File: config.mk
export PLATFORM = sky130hd
export DESIGN_NAME = ntt_bram_streamer
export DESIGN_NICKNAME = d
export VERILOG_FILES = /design/src/rtl/ntt_bram_streamer_pkg.sv /design/src/rtl/ntt_bram_streamer_skid_fifo2.sv /design/src/rtl/ntt_bram_streamer.sv
export SDC_FILE = /design/constraint.sdc
export NUM_CORES = 1
export LEC_CHECK = 0
export ABC_AREA = 1
export BUFFER_PORTS_ARGS = -buffer_cell sky130_fd_sc_hd__buf_2
export CAP_MARGIN = 10
export CORE_ASPECT_RATIO = 1.1
export CORE_UTILIZATION = 55
export DETAILED_ROUTE_END_ITERATION = 8
export GPL_ROUTABILITY_DRIVEN = 0
export PLACE_DENSITY = 0.91
export SYNTH_ARGS = -nofsm -noshare
export SYNTH_HDL_FRONTEND = slang
export SYNTH_HIERARCHICAL = 1
export SYNTH_SLANG_ARGS = --single-unit
File: constraint.sdc
create_clock -name clk -period 3.61 [get_ports clk]
set_clock_uncertainty 0.05 [all_clocks]
set_input_delay 0.722 -clock clk [delete_from_list [all_inputs] [get_ports clk]]
set_output_delay 0.722 -clock clk [all_outputs]
set_load 0.005 [all_outputs]
File: src/rtl/ntt_bram_streamer_pkg.sv
// Shared NTT definitions: controller state encoding, default BRAM geometry and
// the address bit-reverse used by both the streamer and the butterfly address generators.
package ntt_bram_streamer_pkg;

    localparam int unsigned NttDw = 18;
    localparam int unsigned NttAw = 11;
    localparam int unsigned AwMax = 16;

    typedef enum logic [1:0] {
        StLoad,
        StHold,
        StDrain
    } ntt_state_e;

    // Reverse the low w bits of a; bits above w come back as zero.
    function automatic logic [AwMax-1:0] bitrev(input logic [AwMax-1:0] a, input int unsigned w);
        logic [AwMax-1:0] r;
        r = {<<{a}};
        return r >> (AwMax - w);
    endfunction

endpackage

File: src/rtl/ntt_bram_streamer_skid_fifo2.sv
// Two-entry FIFO that absorbs the words already in flight from the BRAM when
// the downstream stalls. Simultaneous push and pop are both honoured.
module skid_fifo2 #(
    parameter int unsigned DW = 18
) (
    input  logic          clk,
    input  logic          rst,
    input  logic          push_i,
    input  logic [DW-1:0] din_i,
    input  logic          pop_i,
    output logic [DW-1:0] dout_o,
    output logic [1:0]    count_o
);

    logic [DW-1:0] mem_q [2];
    logic          wr_ptr_q;
    logic          rd_ptr_q;
    logic [1:0]    count_q;
    logic          do_pop;

    assign do_pop  = pop_i & (count_q != 2'd0);
    assign dout_o  = mem_q[rd_ptr_q];
    assign count_o = count_q;

    always_ff @(posedge clk) begin
        if (push_i) begin
            mem_q[wr_ptr_q] <= din_i;
        end
    end

    always_ff @(posedge clk) begin
        if (rst) begin
            wr_ptr_q <= 1'b0;
            rd_ptr_q <= 1'b0;
            count_q  <= 2'd0;
        end else begin
            if (push_i) wr_ptr_q <= ~wr_ptr_q;
            if (do_pop) rd_ptr_q <= ~rd_ptr_q;
            count_q <= count_q + {1'b0, push_i} - {1'b0, do_pop};
        end
    end

endmodule

File: src/rtl/ntt_bram_streamer.sv
// Load/drain controller for the NTT coefficient BRAM: fills it from a stream, then
// drains it (optionally bit-reversed) with the read latency hidden by a skid FIFO.
module ntt_bram_streamer
    import ntt_bram_streamer_pkg::*;
#(
    parameter int unsigned DW     = NttDw,
    parameter int unsigned AW     = NttAw,
    parameter int unsigned LEN    = 2048,
    parameter int unsigned BITREV = 0
) (
    input  logic          clk,
    input  logic          rst,
    input  logic          in_valid,
    output logic          in_ready,
    input  logic [DW-1:0] in_data,
    input  logic          start,
    output logic          full,
    output logic          out_valid,
    input  logic          out_ready,
    output logic [DW-1:0] out_data,
    output logic          out_last,
    output logic          bram_wr_en,
    output logic [AW-1:0] bram_wr_addr,
    output logic [DW-1:0] bram_wr_din,
    output logic [AW-1:0] bram_rd_addr,
    input  logic [DW-1:0] bram_rd_dout
);

    if (LEN < 1 || LEN > (1 << AW)) begin : g_bad_len
        $error("ntt_bram_streamer: LEN must be in 1..2**AW");
    end
    if (BITREV != 0 && LEN != (1 << AW)) begin : g_bad_bitrev
        $error("ntt_bram_streamer: BITREV requires LEN == 2**AW");
    end
    if (AW > AwMax) begin : g_bad_aw
        $error("ntt_bram_streamer: AW exceeds AwMax");
    end

    localparam logic [AW:0] LenW   = (AW + 1)'(LEN);
    localparam logic [AW:0] LastW  = (AW + 1)'(LEN - 1);
    localparam logic [AW:0] CntOne = {{AW{1'b0}}, 1'b1};

    ntt_state_e    state_q;
    logic [AW:0]   wcnt_q;
    logic [AW:0]   rcnt_q;
    logic [AW:0]   ocnt_q;
    logic          inflight_q;
    logic [1:0]    fifo_count;
    logic [DW-1:0] fifo_dout;
    logic          pop;
    logic          issue;
    logic [2:0]    occ;

    assign in_ready     = (state_q == StLoad);
    assign full         = (state_q == StHold);
    assign bram_wr_en   = in_ready & in_valid;
    assign bram_wr_addr = wcnt_q[AW-1:0];
    assign bram_wr_din  = in_data;

    assign out_valid = (fifo_count != 2'd0);
    assign out_data  = fifo_dout;
    assign out_last  = out_valid & (ocnt_q == LastW);
    assign pop       = out_valid & out_ready;

    // Occupancy the FIFO will have after this cycle's pop and the pending push;
    // issuing only when it is at most 1 guarantees room for the new read.
    assign occ   = {1'b0, fifo_count} + {2'b00, inflight_q} - {2'b00, pop};
    assign issue = (state_q == StDrain) && (rcnt_q < LenW) && (occ <= 3'd1);

    assign bram_rd_addr = (BITREV != 0) ? AW'(bitrev(AwMax'(rcnt_q[AW-1:0]), AW))
                                        : rcnt_q[AW-1:0];

    skid_fifo2 #(
        .DW(DW)
    ) u_skid (
        .clk    (clk),
        .rst    (rst),
        .push_i (inflight_q),
        .din_i  (bram_rd_dout),
        .pop_i  (pop),
        .dout_o (fifo_dout),
        .count_o(fifo_count)
    );

    always_ff @(posedge clk) begin
        if (rst) begin
            state_q    <= StLoad;
            wcnt_q     <= '0;
            rcnt_q     <= '0;
            ocnt_q     <= '0;
            inflight_q <= 1'b0;
        end else begin
            inflight_q <= issue;
            case (state_q)
                StLoad: begin
                    if (in_valid) begin
                        if (wcnt_q == LastW) begin
                            state_q <= StHold;
                            wcnt_q  <= '0;
                        end else begin
                            wcnt_q <= wcnt_q + CntOne;
                        end
                    end
                end
                StHold: begin
                    if (start) begin
                        state_q <= StDrain;
                        rcnt_q  <= '0;
                        ocnt_q  <= '0;
                    end
                end
                StDrain: begin
                    if (issue) rcnt_q <= rcnt_q + CntOne;
                    if (pop) begin
                        ocnt_q <= ocnt_q + CntOne;
                        if (ocnt_q == LastW) state_q <= StLoad;
                    end
                end
                default: state_q <= StLoad;
            endcase
        end
    end

endmodule

==> implementation parameters, run 1 <==
Parameter                              Value

Global routing
  Number of global-route vias before repair    around 2800
  Global-route wire length before repair    12200 microns
  Total routing resource utilization after global routing    between 10% and 20%
  Number of antenna violations at the first check in global routing    0
  Maximum number of pins on one net before global-route repair    20
  Aggregate global routing overflow    0

CTS
  TritonCTS clock tree    built
  Post-CTS Repair Setup Buffers    0
  Count of hold buffers inserted by post-cts repair    0
  Clock latency of the later-clocked register in the worst-skew pair    between 0.3 and 0.4 ns
  Number of CTS-inserted buffers    9
  Post-CTS clock slew at the launch and capture registers of the worst setup and hold paths    0.09 ns
  Buffer depth of the longest clock path    2
  TritonCTS Sinks    80
  PostCTS Resize Cnt    0
  Max H-tree Level    3
  Buffer type at the clock tree root    sky130_fd_sc_hd__clkbuf_8

Finish
  Fraction of final layout cells with drive strength greater than 1    24.4%
  Synth-to-layout area growth    7.94%
  Commonest non-fill, non-tap cell in the layout    sky130_fd_sc_hd__nand2_1
  Total area of sequential cells    between 1500 and 2000 sq um
  Commonest non-fill, non-tap cells in the layout    80 x sky130_fd_sc_hd__nand2_1, 67 x sky130_fd_sc_hd__buf_2, 50 x sky130_fd_sc_hd__inv_1
  Total area of multi-input combinational cells    around 1500 sq um
  Final core utilization    around three fifths
  Antenna diode count    0
  Final layout net count    around 530
  Fillcell total    577
  Final standard cell count with taps included and fillers excluded    568

Setup path
  Worst setup SP type    flip-flop
  Worst R2R End    rcnt_q[10]$_SDFFE_PP0P_
  RR Startpoint    u_skid/count_o[1]$_SDFF_PP0_
  Highest net fanout along the worst path    18
  Worst setup path category    flip-flop to output pin
  CP Data Required Time    around 2.8 ns
  Setup slack of the most critical reg-to-reg path    approximately 1.2 ns
  Worst Path Arrival    1.91 ns
  Reg2Reg Depth    13
  Endpoint type of the worst setup path    output pin

Timing
  Worst Tran Pin Value    between 1 and 1.5 ns
  Final total negative setup slack    0 ns
  Final cycle utilization of the critical path    74.2%
  Peak clock frequency supported by timing    ~0.37 GHz
  Number of hold violations in the final report    0
  Unrepaired setup endpoints after global routing    no
  Number of endpoints failing setup at the final stage    0
  Relative slew margins    approximately a third
  Final Max Tran Viols    0
  Min cycle time layout    2.68 ns

Hold path
  Start point of the worst min-delay path    ocnt_q[4]$_SDFFE_PP0P_
  Path class of the lowest-slack min-delay path    flip-flop to flip-flop
  Endpoint of the worst hold-timing path    ocnt_q[4]$_SDFFE_PP0P_
  Instance count along the most critical hold path    2

Floorplan
  Starting utilization of the core area    around 57%
  Core region area    roughly 7000 sq um
  Die Y    91.5 microns
  IO Pins    roughly 100
  Die footprint    7620 sq um
  Die width    approximately 83 microns
  Core Rows    32

Detailed routing
  Iteration-0 DRC count of the detailed router    between 150 and 200
  Total wirelength of the detailed-routed design    about 7300 microns
  Wire per inst    12.8 microns
  Drt first pass iters    5
  Via count    roughly 3000
  Count of unresolved DRC violations after routing    0
  Via density per instance    between 5 and 6
  Count of nets left with antenna violations after detail routing    0

Synthesis
  Post-synthesis register bit count    80
  Post-synthesis net count    about 500
  Combined area of all synthesized cells    4000 sq um
  Number of library cell types mapped by synthesis    35
  Number of enable-type register cells in the synthesized netlist    36
  Most common flop cell mapped by yosys    sky130_fd_sc_hd__dfxtp_1
  Fraction of registers with async set or reset after synthesis    0%
  Mapped Cells    446
  Syn avg cell area    approximately 9.0 sq um
  Syn. warnings    6
  Seq/Total Area, Yosys    between 40 and 50%

Power
  Power density of the placed cells    about 430 nW/um^2
  Leakage Power    about 1.8 nW
  Worst vdd rail ir drop    0.000271 V
  Post-layout power    roughly 1.8 mW

Placement
  HPWL reported at the end of detailed placement    around 5300 microns
  Post-Place Cells    about 550
  Number of input and output port buffers inserted    67

Job
  Max Cap Viol    0

Status
  Run status    finished, final reports clean
critical path: stages, from the launching register on:
cell and delay, ns:
sky130_fd_sc_hd__dfxtp_1 0.99, sky130_fd_sc_hd__mux2_2 0.42, sky130_fd_sc_hd__buf_2 0.13
synth_stat cells, types with 2 or more instances:
cell type                  number  area (sq um)
sky130_fd_sc_hd__nand2_1       80           300
sky130_fd_sc_hd__inv_1         50           188
sky130_fd_sc_hd__nor2_1        46           173
sky130_fd_sc_hd__dfxtp_1       44           881
sky130_fd_sc_hd__buf_4         41           308
sky130_fd_sc_hd__edfxtp_1      36          1080
sky130_fd_sc_hd__a21oi_1       28           140
sky130_fd_sc_hd__nand3_1       24           120
sky130_fd_sc_hd__nand4_1       14          87.6
sky130_fd_sc_hd__mux2_4        10           150
sky130_fd_sc_hd__nor3_1        10          50.1
sky130_fd_sc_hd__o21ai_0       10          50.1
sky130_fd_sc_hd__mux2_2         8          90.1
sky130_fd_sc_hd__ha_1           6          75.1
sky130_fd_sc_hd__nand2_2        4          25.0
sky130_fd_sc_hd__nor2_4         4          45.0
sky130_fd_sc_hd__a31oi_1        3          18.8
sky130_fd_sc_hd__clkbuf_1       3          11.3
sky130_fd_sc_hd__nor2_2         3          18.8
sky130_fd_sc_hd__nor3b_1        3          22.5
sky130_fd_sc_hd__buf_6          2          22.5
sky130_fd_sc_hd__inv_2          2          7.51
sky130_fd_sc_hd__nand2_4        2          22.5
sky130_fd_sc_hd__o21a_1         2          15.0
where the power goes:
group / internal (mW) / leakage (nW) / switching, mW / total (mW)
Combinational: 0.0465 / 0.963 / 0.0687 / 0.115
Sequential: 0.964 / 0.680 / 0.0148 / 0.979
Clock: 0.403 / 0.117 / 0.349 / 0.751
worst max path at each step:
stage | startpoint | endpoint | slack (ns)
after floorplan | out_ready | rcnt_q[11]$_SDFFE_PP0P_ | 1.21
after global placement | out_ready | rcnt_q[1]$_SDFFE_PP0P_ | 0.94
after detailed placement | out_ready | rcnt_q[10]$_SDFFE_PP0P_ | 0.90
after CTS | flip-flop | out_data[5] | 0.89
after global routing | flip-flop | out_data[3] | 0.83
final | flip-flop | out_data[5] | 0.93
kinds of logic after synthesis:
family | synth area share [%]
simple gates | 22.3
buf+inv | 14.0
flops | 49.0
compound gates | 5.91
mux | 6.00
fa+ha+maj | 2.38
xor+xnor | 0.438
per-stage QoR:
step	instance area (sq um)	hold WS, ns	setup WS, ns
global route	4320	0.466	0.835
floorplan	4000	0.387	1.21
global placement	4090	0.400	0.935
detailed placement	4090	0.405	0.900
CTS	4320	0.417	0.892
finish	4320	0.416	0.931
sequential cells by signal, indices dropped and copies added (netlist names), named ones only:
name             flops
u_skid/mem_q        36
ocnt_q              12
rcnt_q              12
wcnt_q              12
state_q              2
u_skid/count_o       2
inflight_q           1
u_skid/rd_ptr_q      1
u_skid/wr_ptr_q      1
area by class of cell:
type / instances / share of cell area, %
clock buffers: 9 / 2.87
clock inverters: 7 / 2.46
inverters: 53 / 4.60
multi-input cells: 266 / 34.3
flip-flops and latches: 80 / 45.4
well taps: 85 / 2.46
repair buffers: 68 / 7.94
routing by layer:
layer | share of wire [%] | global-route usage (%) | vias to the layer above
met3 | 5.5 | 3.91 | 16
met2 | 50 | 35.2 | 92
met1 | 43 | 23.1 | 1383
met5 | 0 | 0 | -
met4 | 2.0 | 9.34 | 0
li1 | - | - | 1494
Note: power is estimated with default switching activity, not from simulation.
==> run 2: changes to the inputs <==
--- a/config.mk
+++ b/config.mk
@@ -9,10 +9,10 @@
 export BUFFER_PORTS_ARGS = -buffer_cell sky130_fd_sc_hd__buf_2
 export CAP_MARGIN = 10
 export CORE_ASPECT_RATIO = 1.1
-export CORE_UTILIZATION = 55
+export CORE_UTILIZATION = 53
 export DETAILED_ROUTE_END_ITERATION = 8
 export GPL_ROUTABILITY_DRIVEN = 0
-export PLACE_DENSITY = 0.91
+export PLACE_DENSITY = 0.88
 export SYNTH_ARGS = -nofsm -noshare
 export SYNTH_HDL_FRONTEND = slang
 export SYNTH_HIERARCHICAL = 1
==> constraint.sdc (replaced) <==
create_clock -name clk -period 2.6 [get_ports clk]
set_clock_uncertainty 0.05 [all_clocks]
set_input_delay 0.52 -clock clk [delete_from_list [all_inputs] [get_ports clk]]
set_output_delay 0.52 -clock clk [all_outputs]
set_load 0.005 [all_outputs]
==> run 2 against run 1 <==
Against the previous run: the flow now finishes with violations (design-rule violations); non-clock buffer count up 5; flip-flop and latch count unchanged; core utilization down 1.5 points; total power up 29%; critical path depth up 11; combinational power up 46%; final cell count up 0.88%; via count up 0.23%; critical endpoint is now rcnt_q[1]$_SDFFE_PP0P_.
==> implementation parameters, run 2 (synthesis gave the netlist of run 1 again) <==
Parameter                              Value

Finish
  Final core utilization    60.2% (-1.5 points)
  Fraction of final layout cells with drive strength greater than 1    25.2% (+0.77 points)
  Synth-to-layout area growth    7.75%
  Antenna diode count    0 (unchanged)
  Final layout net count    531 (+0.95%)
  Final standard cell count with taps included and fillers excluded    573 (+0.88%)
  Commonest non-fill, non-tap cell in the layout    sky130_fd_sc_hd__nand2_1
  Number of flip-flops under the largest register name    36 (unchanged)
  Reg with most FFs    u_skid/mem_q
  Commonest non-fill, non-tap cells in the layout    80 x sky130_fd_sc_hd__nand2_1, 67 x sky130_fd_sc_hd__buf_2, 50 x sky130_fd_sc_hd__inv_1

Detailed routing
  Wire per inst    12.6 microns (-1.7%)
  Drt first pass iters    7 (+2)
  Count of unresolved DRC violations after routing    8 (+8)
  Via count    2992 (+0.23%)
  Total wirelength of the detailed-routed design    7230 microns (-0.80%)
  Count of nets left with antenna violations after detail routing    0 (unchanged)
  Via density per instance    5.22 (-0.64%)
  Iteration-0 DRC count of the detailed router    108 (-32%)

Setup path
  Worst setup SP type    flip-flop
  Worst setup path category    flip-flop to flip-flop
  Worst Path Arrival    2.54 ns (+0.63 ns)
  CP Data Required Time    2.81 ns (-0.03 ns)
  Highest net fanout along the worst path    16 (-2)
  Endpoint type of the worst setup path    flip-flop

Floorplan
  Die Y    93.1 microns (+1.8%)
  Die width    84.9 microns (+1.8%)
  Die footprint    7900 sq um (+3.7%)
  IO Pins    104 (unchanged)
  Core region area    7170 sq um (+2.3%)
  Core Rows    32 (unchanged)
  Starting utilization of the core area    55.8% (-1.3 points)

Global routing
  Total routing resource utilization after global routing    19.0% (-0.94 points)
  Number of antenna violations at the first check in global routing    0 (unchanged)
  Number of global-route vias before repair    2707 (-4.4%)
  Aggregate global routing overflow    0 (unchanged)
  Global-route wire length before repair    11700 microns (-4.0%)
  Maximum number of pins on one net before global-route repair    20 (unchanged)

CTS
  TritonCTS Sinks    80 (unchanged)
  Post-CTS Repair Setup Buffers    0 (unchanged)
  Number of CTS-inserted buffers    9 (unchanged)
  Count of hold buffers inserted by post-cts repair    0 (unchanged)
  Max H-tree Level    3 (unchanged)
  PostCTS Resize Cnt    0 (unchanged)
  Buffer type at the clock tree root    sky130_fd_sc_hd__clkbuf_8
  Post-CTS clock slew at the launch and capture registers of the worst setup and hold paths    0.09 ns (about the same)
  TritonCTS clock tree    built
  Buffer depth of the longest clock path    2 (unchanged)
  Clock latency of the later-clocked register in the worst-skew pair    0.35 ns (about the same)

Timing
  Final total negative setup slack    0 ns (unchanged)
  Unrepaired setup endpoints after global routing    no
  Relative slew margins    51.2% (+19 points)
  Number of hold violations in the final report    0 (unchanged)
  Peak clock frequency supported by timing    about 0.43 GHz
  Min cycle time layout    2.33 ns
  Number of endpoints failing setup at the final stage    0 (unchanged)
  Worst Tran Pin Value    0.732 ns (-0.286 ns)
  Final cycle utilization of the critical path    between 80% and 90%
  Final Max Tran Viols    0 (unchanged)

Job
  Max Cap Viol    0 (unchanged)

Status
  Run status    finished, violations left
  Violations in the final reports    design-rule violations

Power
  Power density of the placed cells    551 nW/um^2 (+29%)
  Leakage Power    1.76 nW (-0.11%)
  Worst vdd rail ir drop    0.000257 V (-5.4%)

Placement
  HPWL reported at the end of detailed placement    5240 microns (-1.6%)
  Post-Place Cells    557 (+0.91%)
  Number of input and output port buffers inserted    67 (unchanged)

Hold path
  Path class of the lowest-slack min-delay path    input pin to flip-flop
run 2: final timing paths:
kind | from | end | slack [ns] | depth (start not counted)
worst max-delay path | u_skid/count_o[0]$_SDFF_PP0_ | rcnt_q[1]$_SDFFE_PP0P_ | 0.27 | 13
worst min-delay path | bram_rd_dout[15] | u_skid/mem_q[0][15]$_DFFE_PP_ | 0.30 | 1
worst max register to register | u_skid/count_o[0]$_SDFF_PP0_ | rcnt_q[1]$_SDFFE_PP0P_ | 0.27 | 13
worst min register to register | wcnt_q[11]$_SDFFE_PP0P_ | wcnt_q[11]$_SDFFE_PP0P_ | 0.43 | 2
run 2: area by class of cell:
cell class	instances	area, sq um
Fill cell	585	2850
Sequential cell	80	1960
Multi-Input combinational cell	266	1480
Timing Repair Buffer	73	380
Inverter	53	199
Clock buffer	9	124
Tap cell	85	106
Clock inverter	7	61.3
run 2: worst max-delay path, cell delays in order (launching register included):
cell,delay [ns]
sky130_fd_sc_hd__dfxtp_1,0.38
sky130_fd_sc_hd__o21a_1,0.20
sky130_fd_sc_hd__nand2_1,0.08
sky130_fd_sc_hd__o21ai_0,0.08
sky130_fd_sc_hd__ha_1,0.16
sky130_fd_sc_hd__inv_1,0.05
sky130_fd_sc_hd__fa_1,0.49
sky130_fd_sc_hd__nand2_1,0.05
sky130_fd_sc_hd__nor2_1,0.08
sky130_fd_sc_hd__nand2_1,0.10
sky130_fd_sc_hd__nand2_4,0.17
sky130_fd_sc_hd__inv_1,0.14
sky130_fd_sc_hd__o21ai_0,0.16
sky130_fd_sc_hd__nor2_1,0.05
run 2: power by group:
part	total, mW	switching, mW	internal, mW	leakage (nW)
combinational	0.168	0.0986	0.0691	0.990
clock	0.851	0.488	0.363	0.0884
sequential	1.36	0.0172	1.34	0.680
run 2: stage by stage:
step	hold slack (ns)	instance area, sq um	total power [mW]	worst slack (ns)
after floorplan	0.387	4000	1.52	0.402
after global placement	0.403	4130	1.55	0.135
after detailed placement	0.414	4130	1.55	0.0523
after CTS	0.284	4310	2.40	0.289
after global routing	0.273	4310	2.48	0.0605
final	0.297	4310	2.37	0.271
run 2: metal layers:
metal | part of all wire [%] | routed length (microns) | vias to the layer above | global-route usage (%)
met5 | 0 | 0 | - | 0
met4 | 0.97 | 70 | 0 | 6.64
met3 | 6.6 | 474 | 5 | 6.44
met2 | 50 | 3650 | 83 | 33.7
met1 | 42 | 3040 | 1398 | 21.3
li1 | - | - | 1506 | -
